### src/rtl/bcd_serial_add_ctrl_pkg.sv
// ============================================================================
// Module      : bcd_pkg
// Description : Shared types and constants for the serial packed-BCD adder.
// Revision    : 1.0 - initial release
// ============================================================================
`default_nettype none

package bcd_pkg;

  typedef enum logic [1:0] {
    ST_IDLE = 2'd0,
    ST_ADD  = 2'd1,
    ST_DONE = 2'd2
  } state_e;

  localparam int BCD_W    = 4;
  localparam int BCD_MAX  = 9;
  localparam int BCD_CORR = 6;

endpackage

`default_nettype wire

### src/rtl/bcd_serial_add_ctrl_digit_add.sv
// ============================================================================
// Module      : bcd_digit_add
// Description : Combinational one-digit BCD adder slice with decimal correction.
// Revision    : 1.0 - initial release
// ============================================================================
`default_nettype none

module bcd_digit_add
  import bcd_pkg::*;
(
  input  logic [BCD_W-1:0] a,
  input  logic [BCD_W-1:0] b,
  input  logic             cin,
  output logic [BCD_W-1:0] digit,
  output logic             cout,
  output logic             invalid
);

  localparam logic [BCD_W:0]   C_MAX_W  = BCD_MAX[BCD_W:0];
  localparam logic [BCD_W:0]   C_CORR_W = BCD_CORR[BCD_W:0];
  localparam logic [BCD_W-1:0] C_MAX_D  = BCD_MAX[BCD_W-1:0];

  logic [BCD_W:0] w_sum;
  logic [BCD_W:0] w_corr;

  always_comb begin
    w_sum  = {1'b0, a} + {1'b0, b} + {{BCD_W{1'b0}}, cin};
    w_corr = w_sum + C_CORR_W;
    if (w_sum > C_MAX_W) begin
      digit = w_corr[BCD_W-1:0];
      cout  = 1'b1;
    end else begin
      digit = w_sum[BCD_W-1:0];
      cout  = 1'b0;
    end
    invalid = (a > C_MAX_D) || (b > C_MAX_D);
  end

endmodule

`default_nettype wire

### src/rtl/bcd_serial_add_ctrl.sv
// ============================================================================
// Module      : bcd_serial_add_ctrl
// Description : Multi-digit packed-BCD adder, one digit per clock, LSD first.
// Revision    : 1.0 - initial release
// ============================================================================
`default_nettype none

module bcd_serial_add_ctrl
  import bcd_pkg::*;
#(
  parameter int DIGITS = 4
) (
  input  logic                      clk,
  input  logic                      rst,
  input  logic                      start,
  input  logic [BCD_W*DIGITS-1:0]   a,
  input  logic [BCD_W*DIGITS-1:0]   b,
  input  logic                      cin,
  output logic                      busy,
  output logic                      done,
  output logic [BCD_W*DIGITS-1:0]   sum,
  output logic                      cout,
  output logic                      err
);

  localparam int              IW     = $clog2(DIGITS);
  localparam int              W      = BCD_W * DIGITS;
  localparam logic [IW-1:0]   C_LAST = IW'(DIGITS - 1);

  state_e          state_q, state_d;
  logic [IW-1:0]   idx_q, idx_d;
  logic            carry_q, carry_d;
  logic [W-1:0]    a_q, a_d;
  logic [W-1:0]    b_q, b_d;
  logic [W-1:0]    sum_q, sum_d;
  logic            cout_q, cout_d;
  logic            err_q, err_d;

  logic [BCD_W-1:0] w_dig_a;
  logic [BCD_W-1:0] w_dig_b;
  logic [BCD_W-1:0] w_dig_s;
  logic             w_dig_c;
  logic             w_dig_inv;

  assign w_dig_a = a_q[int'(idx_q)*BCD_W +: BCD_W];
  assign w_dig_b = b_q[int'(idx_q)*BCD_W +: BCD_W];

  bcd_digit_add u_slice (
    .a       (w_dig_a),
    .b       (w_dig_b),
    .cin     (carry_q),
    .digit   (w_dig_s),
    .cout    (w_dig_c),
    .invalid (w_dig_inv)
  );

  always_ff @(posedge clk or posedge rst) begin
    if (rst) begin
      state_q <= ST_IDLE;
      idx_q   <= '0;
      carry_q <= 1'b0;
      a_q     <= '0;
      b_q     <= '0;
      sum_q   <= '0;
      cout_q  <= 1'b0;
      err_q   <= 1'b0;
    end else begin
      state_q <= state_d;
      idx_q   <= idx_d;
      carry_q <= carry_d;
      a_q     <= a_d;
      b_q     <= b_d;
      sum_q   <= sum_d;
      cout_q  <= cout_d;
      err_q   <= err_d;
    end
  end

  always_comb begin
    state_d = state_q;
    idx_d   = idx_q;
    carry_d = carry_q;
    a_d     = a_q;
    b_d     = b_q;
    sum_d   = sum_q;
    cout_d  = cout_q;
    err_d   = err_q;
    case (state_q)
      ST_IDLE: begin
        if (start) begin
          a_d     = a;
          b_d     = b;
          carry_d = cin;
          idx_d   = '0;
          sum_d   = '0;
          cout_d  = 1'b0;
          err_d   = 1'b0;
          state_d = ST_ADD;
        end
      end
      ST_ADD: begin
        // Result digits land in place so sum never needs shifting.
        sum_d[int'(idx_q)*BCD_W +: BCD_W] = w_dig_s;
        carry_d = w_dig_c;
        err_d   = err_q | w_dig_inv;
        if (idx_q == C_LAST) begin
          cout_d  = w_dig_c;
          idx_d   = '0;
          state_d = ST_DONE;
        end else begin
          idx_d = idx_q + IW'(1);
        end
      end
      ST_DONE: state_d = ST_IDLE;
      default: state_d = ST_IDLE;
    endcase
  end

  assign busy = (state_q == ST_ADD);
  assign done = (state_q == ST_DONE);
  assign sum  = sum_q;
  assign cout = cout_q;
  assign err  = err_q;

endmodule

`default_nettype wire

### config.mk
export PLATFORM = sky130hd
export DESIGN_NAME = bcd_serial_add_ctrl
export DESIGN_NICKNAME = d
export VERILOG_FILES = /design/src/rtl/bcd_serial_add_ctrl_pkg.sv /design/src/rtl/bcd_serial_add_ctrl_digit_add.sv /design/src/rtl/bcd_serial_add_ctrl.sv
export SDC_FILE = /design/constraint.sdc
export NUM_CORES = 1
export LEC_CHECK = 0
export CAP_MARGIN = 25
export CORE_UTILIZATION = 55
export DETAILED_ROUTE_END_ITERATION = 12
export GPL_ROUTABILITY_DRIVEN = 0
export GPL_TIMING_DRIVEN = 0
export HOLD_SLACK_MARGIN = 0.12
export PLACE_DENSITY = 0.9
export REMOVE_ABC_BUFFERS = 1
export SETUP_SLACK_MARGIN = 0.2
export SYNTH_ARGS = -nofsm -noshare
export SYNTH_HDL_FRONTEND = slang
export SYNTH_HIERARCHICAL = 1
export SYNTH_SLANG_ARGS = --single-unit
export TNS_END_PERCENT = 20
### constraint.sdc
create_clock -name clk -period 9.7 [get_ports clk]
set_input_delay 1.94 -clock clk [delete_from_list [all_inputs] [get_ports clk]]
set_output_delay 1.94 -clock clk [all_outputs]
set_load 0.02 [all_outputs]
==> summary.txt <==
outcome -> complete, no violations
post-synth top area cell -> dfrtp_1
min Tclk post-route -> 4.03 ns
Max Clock Skew -> 0.00950 ns
Nets -> 352
number of buffers added on ports -> 55
setup tns final -> 0 ns
post-synth top area share -> 50.3%
Highest Signal Layer -> met4
synthesized area per cell -> 10.9 um^2
placed instance area -> 3300 um^2
met1 wire length -> 2230 um
CP most frequent cell -> fa_1
crit path max fanout -> 15
CP required -> 9.95 ns
chip width -> 72.5 um
setup repair after global routing missed its margin -> no
Final Cycle Share -> 41.6%
largest net degree at the start of global routing -> 36
io pins -> 56
Yosys reg bits -> 55
clk root buf -> clkbuf_8
routed via count -> 1944
register clock-pin slew on the reported worst setup and hold paths -> 0.10 ns
core area -> 4750 um^2
crit path kind -> flop to flop
Final Instance Area -> 3440 um^2
Post-CTS Hold Buffers -> 0
most common cell in the netlist -> nand2_1
initial antenna violation count -> 0
Yosys warnings -> 6
routed vias/inst -> 5.21
Wirelength per Cell -> 14.1 um
WL met3 -> 208 um
Mapped Area -> 2740 um^2
H-tree Lvls -> 2
Slew Limit Fails -> 0
Slew HR -> 48.7%
Main synth FF type -> dfrtp_1
ys async rst share -> 100%
Iter 0 DRT Violations -> 94
Worst path slowest cell -> dfrtp_1
Slew @ Worst Pin -> 0.770 ns
FP Rows -> 25
Final Util -> 72.3%
Die H -> 72.5 um
Sink Count -> 55
final wirelength -> 5260 um
Final WS setup -> 5.67 ns
GRT overflow -> 0
CP max stage delay -> 0.85 ns
EDFF count, synth -> 0
cts repair resizes -> 0
top cells by area, synth -> dfrtp_1, nand2_1, mux4_2, a22o_1, ha_1
Syn-to-layout area delta -> 25.8%
setup bufs post-CTS -> 0
die area -> 5260 um^2
CP Capture Type -> flop
Setup WS pre-CTS -> 5.65 ns
Synth cell types -> 38
Max Cap Violations -> 0
Seq/Total Area, Yosys -> 50.3%
top cells by count, synth -> nand2_1, dfrtp_1, a22o_1, ha_1, mux4_2
upper clock frequency limit -> 0.248 GHz
first-pass GRT wire length -> 8850 um
Clock Path Buffers -> 2
CTS tree -> built
setup violators final -> 0
WL met2 -> 2750 um
vias in the first global route -> 1899
total track usage -> 22.3%
Routed Antenna Nets -> 0
worst hold path class -> flop to flop
crit start category -> flop
WP data arrival -> 4.29 ns
cells along the critical path -> mux4_2 > fa_1 > fa_1 > xnor2_1 > ha_1 > a31o_1 > o31ai_4 > mux2i_1 > a22o_1
Cells after Synth -> 252
ant diodes -> 0
post-detail-place hpwl -> 3780 um
Final Hold Viols -> 0
drt first pass iters -> 4
initial core utilization -> 57.5%
Worst-Skew Late Latency -> 0.32 ns
share of layout cells above drive strength 1 -> 9.80%
Num CTS Buffers -> 5
# DRC -> 0
## final cells by class
cell class | count | area, um^2
Fill cell | 361 | 1320
Inverter | 6 | 25.0
Sequential cell | 55 | 1380
Timing Repair Buffer | 58 | 613
Clock buffer | 5 | 68.8
Tap cell | 67 | 83.8
Multi-Input combinational cell | 179 | 1230
Clock inverter | 3 | 43.8
## worst paths after layout
path / from / endpoint / slack, ns / cells after the start
hold / removal: b_q[14] / b_q[14] / 0.48 / 2
max in group asynchronous: rst / sum[0] / 7.16 / 3
setup reg to reg: idx_q[0] / sum[10] / 5.67 / 9
setup / recovery: idx_q[0] / sum[10] / 5.67 / 9
hold reg to reg: b_q[14] / b_q[14] / 0.48 / 2
min in group asynchronous: rst / b_q[11] / 1.99 / 2
## logic make-up (layout without fill, tap and decap cells)
logic type	Yosys count	count (layout)	synth area share, %
AND/OR/NAND/NOR	121	121	20.8
buffers and inverters	18	72	4.76
adder cells (fa/ha/maj)	11	11	5.58
AO/OA/AOI/OAI	35	35	10.5
flip-flops	55	55	50.3
multiplexers	10	10	7.36
XOR/XNOR	2	2	0.641
## layout by cell type, fill, tap and decap left out, types with 4 or more instances in the layout
master           instances
a21o_1                   4
a22o_1                  17
clkbuf_8                 5
clkdlybuf4s50_1         55
dfrtp_1                 55
ha_1                     9
inv_1                    4
mux4_2                   8
nand2_1                103
## metal layers
layer / global-route usage [%] / vias up
met3: 3.89 / 6
met5: 0 / -
met2: 38.6 / 52
met4: 6.97 / 0
met1: 28.8 / 924
li1: - / 962
## flip-flops by register name (all words and copies together) (netlist names)
register / flops
a_q: 16
cout: 1
sum: 16
err: 1
state_q: 2
idx_q: 2
carry_q: 1
b_q: 16
## stage by stage
step,instances,hold slack (ns)
after global routing,373,0.512
after CTS,372,0.487
after floorplan,240,0.440
after detailed placement,364,0.462
final,373,0.482
after global placement,362,0.453
## worst max-delay path, delay by kind of cell, from the launching register on
| kind | cells | cell delay [ns] |
|---|---|---|
| fa+ha+maj | 3 | 1.16 |
| flops | 1 | 0.85 |
| compound gates | 3 | 0.72 |
| xor+xnor | 1 | 0.18 |
| mux | 2 | 1.05 |
Power is left out: the tool's default activity adds up to more than one toggle a clock period on the data nets, which glitch-free logic cannot reach.
